--- src/rtl/data_mem_ctrl.sv ---
// Wait-stated data memory controller: small RAM, one output port, one input port, sticky error.
// Each access takes WAIT_STATES+1 cycles and ends with a one-cycle ready strobe.
module data_mem_ctrl #(
  parameter int unsigned DATA_WIDTH  = 8,
  parameter int unsigned DEPTH       = 32,
  parameter int unsigned WAIT_STATES = 2
) (
  input  logic                  clk,
  input  logic                  reset,
  input  logic [DATA_WIDTH-1:0] ALUResult,
  input  logic [DATA_WIDTH-1:0] writeData,
  input  logic                  memWrite,
  input  logic                  memRead,
  output logic [DATA_WIDTH-1:0] readData,
  output logic                  ready,
  input  logic [DATA_WIDTH-1:0] ioIn,
  output logic [DATA_WIDTH-1:0] ioOut,
  output logic                  err
);

  localparam int unsigned AW = (DEPTH > 1) ? $clog2(DEPTH) : 1;
  localparam logic [DATA_WIDTH-1:0] IO_OUT_ADDR = '1;
  localparam logic [DATA_WIDTH-1:0] IO_IN_ADDR  = {{(DATA_WIDTH-1){1'b1}}, 1'b0};

  typedef enum logic [1:0] {IDLE, WAIT, DONE} state_e;

  state_e                state_q;
  logic [3:0]            cnt_q;
  logic [DATA_WIDTH-1:0] addr_q;
  logic [DATA_WIDTH-1:0] wdata_q;
  logic                  wr_q;
  logic                  ready_q;
  logic [DATA_WIDTH-1:0] rdata_q;
  logic [DATA_WIDTH-1:0] ioout_q;
  logic                  err_q;
  logic [DATA_WIDTH-1:0] mem_q [DEPTH];

  logic                  req;
  logic                  fire;
  logic                  acc_wr;
  logic                  acc_ram;
  logic [DATA_WIDTH-1:0] acc_addr;
  logic [DATA_WIDTH-1:0] acc_data;
  logic [AW-1:0]         acc_idx;

  // With zero wait states the access happens on the sampling edge, so it uses the live inputs.
  always_comb begin
    req      = memWrite | memRead;
    fire     = ((state_q == IDLE) && req && (WAIT_STATES == 0)) ||
               ((state_q == WAIT) && (cnt_q == 4'd1));
    acc_addr = (state_q == IDLE) ? ALUResult : addr_q;
    acc_data = (state_q == IDLE) ? writeData : wdata_q;
    acc_wr   = (state_q == IDLE) ? memWrite  : wr_q;
    acc_ram  = 32'(acc_addr) < 32'(DEPTH);
    acc_idx  = acc_addr[AW-1:0];
  end

  always_ff @(posedge clk) begin
    if (reset) begin
      state_q <= IDLE;
      cnt_q   <= 4'd0;
      addr_q  <= '0;
      wdata_q <= '0;
      wr_q    <= 1'b0;
      ready_q <= 1'b0;
      rdata_q <= '0;
      ioout_q <= '0;
      err_q   <= 1'b0;
    end else begin
      ready_q <= 1'b0;
      case (state_q)
        IDLE: begin
          if (req) begin
            addr_q  <= ALUResult;
            wdata_q <= writeData;
            wr_q    <= memWrite;
            cnt_q   <= 4'(WAIT_STATES);
            if (WAIT_STATES == 0) begin
              state_q <= DONE;
              ready_q <= 1'b1;
            end else begin
              state_q <= WAIT;
            end
          end
        end
        WAIT: begin
          cnt_q <= cnt_q - 4'd1;
          if (cnt_q == 4'd1) begin
            state_q <= DONE;
            ready_q <= 1'b1;
          end
        end
        DONE:    state_q <= IDLE;
        default: state_q <= IDLE;
      endcase

      // Address decode for the access completing on this edge.
      if (fire) begin
        if (acc_wr) begin
          if (!acc_ram) begin
            if (acc_addr == IO_OUT_ADDR) ioout_q <= acc_data;
            else                         err_q   <= 1'b1;
          end
        end else begin
          if (acc_ram)                       rdata_q <= mem_q[acc_idx];
          else if (acc_addr == IO_OUT_ADDR)  rdata_q <= ioout_q;
          else if (acc_addr == IO_IN_ADDR)   rdata_q <= ioIn;
          else begin
            rdata_q <= '0;
            err_q   <= 1'b1;
          end
        end
      end
    end
  end

  // RAM array keeps its contents through reset.
  always_ff @(posedge clk) begin
    if (!reset && fire && acc_wr && acc_ram) mem_q[acc_idx] <= acc_data;
  end

  assign readData = rdata_q;
  assign ready    = ready_q;
  assign ioOut    = ioout_q;
  assign err      = err_q;

endmodule
--- config.mk ---
export PLATFORM = sky130hd
export DESIGN_NAME = data_mem_ctrl
export DESIGN_NICKNAME = d
export VERILOG_FILES = /design/src/rtl/data_mem_ctrl.sv
export SDC_FILE = /design/constraint.sdc
export NUM_CORES = 1
export LEC_CHECK = 0
export BUFFER_PORTS_ARGS = -buffer_cell sky130_fd_sc_hd__buf_2
export CORE_MARGIN = 4
export CORE_UTILIZATION = 40
export DETAILED_ROUTE_END_ITERATION = 8
export PLACE_DENSITY_LB_ADDON = 0.08
export RECOVER_POWER = 100
export SYNTH_ARGS = -nofsm -noshare
export SYNTH_HDL_FRONTEND = slang
export SYNTH_SLANG_ARGS = --single-unit
export TNS_END_PERCENT = 20
--- constraint.sdc ---
create_clock -name clk -period 2.75 [get_ports clk]
set_input_delay 0.55 -clock clk [delete_from_list [all_inputs] [get_ports clk]]
set_output_delay 0.55 -clock clk [all_outputs]
set_load 0.005 [all_outputs]
==> Word level (Yosys, flattened, before mapping) <==
Memory sizes are Yosys's and may differ from the RTL's.
Index checks and enable logic that the tools add are counted.
{ "word_totals": {"reg_bits": 41, "ram_bits": 256, "inputBits": 28, "wordCells": 58, "memories": 1} }
{ "memory_table": {"columns": ["memory", "words", "width", "read_ports", "rd_ports_with_merged_regs", "write_ports", "line_no", "source"], "rows": [
  ["mem_q", 32, 8, 1, 0, 1, "36", "logic [DATA_WIDTH-1:0] mem_q [DEPTH];"]
]} }
{ "classes": {"n_addsub": 1, "magnitude_cmp": 1, "eq_ne": 7, "n_mux": 20, "bitwise_logic": 5, "reduce_logical": 14} }
{ "ops": {"columns": ["cell", "n"], "rows": [
  ["$mux 8", 5],
  ["$eq 8x8->1 const B", 2],
  ["$mux 1", 10],
  ["$lt 8x6->1 const B", 1],
  ["$pmux 4 s2", 1],
  ["$reduce_and 2->1", 4],
  ["$reduce_and 4->1", 2],
  ["$eq 4x1->1 const B", 1],
  ["$logic_and 1x1->1", 4],
  ["$mux 2", 2],
  ["$mux 4", 1],
  ["$ne 2x2->1 const B", 2],
  ["$not 1->1", 4],
  ["$pmux 2 s2", 1],
  ["$sub 4x1->4 const B", 1],
  ["$eq 2x1->1 const B", 1],
  ["$logic_not 2->1", 1],
  ["$ne 2x1->1 const B", 1],
  ["$reduce_bool 2->1", 1],
  ["$reduce_or 2->1", 1],
  ["$logic_not 1->1", 1],
  ["$or 1x1->1", 1]
]} }

==> Logic depth before layout (Yosys ltp) <==
{ "depth": {"ltp_word": 7, "depth_mapped": 10} }

==> Worst setup path after synthesis <==
Ideal clock, no wire load.
{ "synth_timing": {"kind": "input port to flip-flop", "startpoint": "input ALUResult[0]", "endpoint": "memory mem_q[10][0], enable pin", "setup_ps": 370, "arrival_time_ps": 2038, "t_required_ps": 2380, "setup_slack_ps": 341, "path_stages": 6, "n_path_buf": 2, "cell_sequence": "or4b_1 > o21ai_2 > buf_6 > buf_4 > nand2_1 > nor2_1"} }
{ "synth_via": {"elab_chain_cells": 5} }
{ "synth_lines": {"columns": ["element", "line_no", "source"], "rows": [
  ["from (decl)", "10", "input logic [DATA_WIDTH-1:0] ALUResult,"],
  ["$mux 8 (*)", "51", "acc_addr = (state_q == IDLE) ? ALUResult : addr_q;"],
  ["$lt 8x6->1", "54", "acc_ram = 32'(acc_addr) < 32'(DEPTH);"],
  ["$logic_and 1x1->1", "119", "if (!reset && fire && acc_wr && acc_ram) mem_q[acc_idx] <= acc_data;"],
  ["$mux 1", "119", null],
  ["$mux 1 (implied by the code)", "119", null],
  ["to (decl)", "36", null]
]} }
Every way passes the cells marked *; elsewhere a longest branch is shown, timed or not.

==> Worst setup path in the final report <==
{ "layout_timing": {"startpoint": "register state_q[1]", "endpoint": "register rdata_q[1], in the netlist readData[1]"} }
{ "layout_via": {"elab_chain_cells": 6, "word_cells_on_any_way": 14} }
{ "layout_lines": {"columns": ["element", "line_no", "source"], "rows": [
  ["from (decl)", "27", "state_e state_q;"],
  ["from (signal assigned)", "60", "state_q <= IDLE;"],
  ["from (signal assigned)", "79", "state_q <= DONE;"],
  ["from (signal assigned)", "82", "state_q <= WAIT;"],
  ["branches (longest 6 deep; another with $mem_v2 32x8)", null, null],
  ["to (signal assigned)", "105", "if (acc_ram) rdata_q <= mem_q[acc_idx];"],
  ["to (signal assigned)", "106", "else if (acc_addr == IO_OUT_ADDR) rdata_q <= ioout_q;"],
  ["to (signal assigned)", "107", "else if (acc_addr == IO_IN_ADDR) rdata_q <= ioIn;"],
  ["to (decl)", "33", "logic [DATA_WIDTH-1:0] rdata_q;"]
]} }
Parallel ways; which one is timed is not known.
A chain may end at the register's enable or synchronous reset.

==> metrics.md <==
| Metric | Value |
|---|---|
| Status | complete, but fails checks |
| Failing checks | capacitance limit, slew limit |
| Gr usage total | 19.20% |
| Syn Nets | 804 |
| Hold Path Cell Cnt | 3 |
| Num CTS Buffers | 34 |
| WHS Endpoint | wdata_q[4] |
| ANT cells | 0 |
| Remaining global-route overflow | 0 |
| Worst slew margin | -22.39% |
| Die X | 177.7 microns |
| CTS tree | done |
| Post-place setup slack | -254.7 ps |
| Worst setup path class | reg -> reg |
| Remaining antenna violation count | 0 |
| Crit-path slowest cell | mux2_1 |
| FF-to-FF End | readData[1] |
| Slew Viols, Final | 51 |
| Static leakage | 0.004555 uW |
| Synth cell count leaders | edfxtp_1 (256), a22oi_1 (113), a21oi_1 (78) |
| Cell area after synthesis | 11520 sq um |
| Ys async rst share | 0% |
| Count of different cell masters after synthesis | 44 |
| Unrepaired setup endpoints after global routing | no |
| Register area share after synthesis | 73.86% |
| DRT met1 WL | 13060 microns |
| Worst-Margin Slew | 1817 ps |
| Largest net degree at the start of global routing | 48 |
| Max cap viols | 2 |
| Hold Crit Start | writeData[4] |
| Wirelength, routed | 30170 microns |
| Critical path arrival | 3060 ps |
| Worst skew pair latency | 510 ps |
| Startpoint types | flop |
| Final setup viols | 0 |
| Initial antenna violation count | 0 |
| Worst r2r src | state_q[1] |
| Core Rows | 61 |
| Vias | 7202 |
| Global-route wire length before repair | 45510 microns |
| Pwr Total | 10270 uW |
| Seq cells post-synth | 297 |
| Final worst path period share | 96.67% |
| Count leader, synth | edfxtp_1 |
| EDFF count, synth | 256 |
| Drt initial violations | 583 |
| Syn Inst Count | 774 |
| DRC viols | 0 |
| Design area | 13630 sq um |
| Share of cells above drive strength 1 | 19.50% |
| Clock-pin slew on the worst setup and hold paths | 60 ps |
| Hpwl dp | 19560 microns |
| H-tree Lvls | 2 |
| Tmin final | 2658 ps |
| Drt wl/cell | 23.37 microns |
| Number of global-route vias before repair | 7505 |
| Cells along the critical path | nor2_2 > buf_12 > mux2_1 > nand2_2 > a21oi_1 > nor4_1 > clkbuf_1 > o2111ai_1 > a22o_1 |
| Cts hold-fix bufs | 0 |
| Clock buffer depth | 3 |
| DRT Pass-1 Iters | 5 |
| Vias per inst | 5.579 |
| Core area | 28090 sq um |
| Power per cell area | 753.4 nW/um^2 |
| Ranking of synthesized cells by area | edfxtp_1 (67%), a22oi_1 (7.4%), dfxtp_1 (7.1%) |
| Worst reg2reg setup slack | 90 ps |
| NumNets Final | 917 |
| I/O Pins | 46 |
| Critical Path End Type | flop |
| Synth top area share | 66.74% |
| DR top layer | met4 |
| Final WS setup | 91.64 ps |
| Top_reg_cell synth | edfxtp_1 |
| Mapped Avg Cell Area | 14.88 sq um |
| Placer Congestion | 0.8263 |
| Highest fanout seen on the critical path | 21 |
| Die ar. | 31580 sq um |
| Area after DPL | 12640 sq um |
| Maximum VDD drop | 0.0004267 V |
| Synth area leader | edfxtp_1 |
| Met3 wire length | 1623 microns |
| Initial Util | 41.01% |
| R2R depth | 9 |
| Area grow syn2layout | 18.30% |
| Worst min-delay path class | in -> reg |
| CTS sink count | 297 |
| Filler cells | 2487 |
| Worst Path Required | 3150 ps |
| Max stage delay on crit path | 430 ps |
| WL met2 | 14980 microns |
| Count of final hold-check violations | 0 |
| Clk root buf | clkbuf_16 |
| Chip Height | 177.7 microns |
| Yosys warnings | 0 |
| Fmax | 376.2 MHz |
| Max Clock Skew | 18.70 ps |
| # port buffers | 45 |
logic make-up after synthesis:
logic type / share of synthesized area (%)
xor+xnor: 0.1521
buf+inv: 3.041
flops: 73.86
simple gates: 6.072
mux: 1.749
compound gates: 14.90
fa+ha+maj: 0.2172
registers in the layout, summed over array words and instances, names as in the netlist:
register and cells:
ioOut 8, mem_q 256, cnt_q 4, wr_q 1, err 1, wdata_q 8
state_q 2, ready 1, addr_q 8, readData 8
worst max-delay path by stage:
stage / start / end / slack, ps
6_report: state_q[1] / readData[1] / 90
5_1_grt: state_q[0] / mem_q[13][2] / 20
4_1_cts: state_q[1] / readData[7] / 8
3_5_place_dp: state_q[1] / readData[2] / -250
3_3_place_gp: state_q[1] / readData[2] / -150
2_1_floorplan: ALUResult[0] / mem_q[10][0] / 340
layer usage:
layer | GRT usage [%] | vias to the layer above
li1 | - | 3295
met1 | 26.09 | 3657
met2 | 33.13 | 208
met3 | 2.663 | 42
met4 | 4.061 | 0
met5 | 0 | -
critical path: cells and delay by family, from the launching register on:
family / cells / cell delay, ps
flip-flops: 1 / 380
AND/OR/NAND/NOR: 3 / 750
multiplexers: 1 / 430
AO/OA/AOI/OAI: 3 / 490
buffers and inverters: 2 / 490
stage by stage:
| step | instances | TNS, ps | util [%] | hold WS (ps) |
|---|---|---|---|---|
| floorplan | 774 | 0 | - | 433.8 |
| global placement | 1229 | -159.6 | 44.99 | 442.5 |
| detailed placement | 1229 | -394.2 | 44.99 | 444.4 |
| CTS | 1291 | 0 | 48.74 | 282.3 |
| global route | 1291 | 0 | 48.52 | 300.0 |
| finish | 1291 | 0 | 48.52 | 295.6 |
area by class of cell:
class	count	area, sq um	area share, %
sequential	297	8511	62.46
multi-input combinational	424	2731	20.04
clock buffer	43	905.9	6.648
timing repair buffer	126	859.6	6.308
tap	378	473.0	3.471
clock inverter	19	131.4	0.9641
inverter	4	15.01	0.1102
placed cells by master (no fill, tap or decap), types with 12 or more instances in the layout:
| master | synthesis | layout |
|---|---|---|
| edfxtp_1 | 256 | 256 |
| a22oi_1 | 113 | 113 |
| a21oi_1 | 78 | 78 |
| nor2_1 | 59 | 59 |
| nand2_1 | 50 | 48 |
| buf_2 | 15 | 45 |
| buf_4 | 2 | 41 |
| dfxtp_1 | 41 | 39 |
| clkbuf_16 | 0 | 35 |
| clkbuf_1 | 15 | 22 |
| nor3_1 | 13 | 13 |
| a221oi_1 | 12 | 12 |
| a22o_1 | 12 | 12 |
| clkbuf_2 | 1 | 12 |
report_power, final:
part           switching [uW]  internal [uW]  total (uW)
logic                     701            323        1020
clock network            1750           2450        4190
registers                30.2           5020        5050
repair_timing:
item                       CTS  global route
gates resized for setup      3             6
setup buffers                0             0
cloned                       0             0
setup endpoints to repair    4           157
Note: power is estimated with default switching activity, not from simulation.
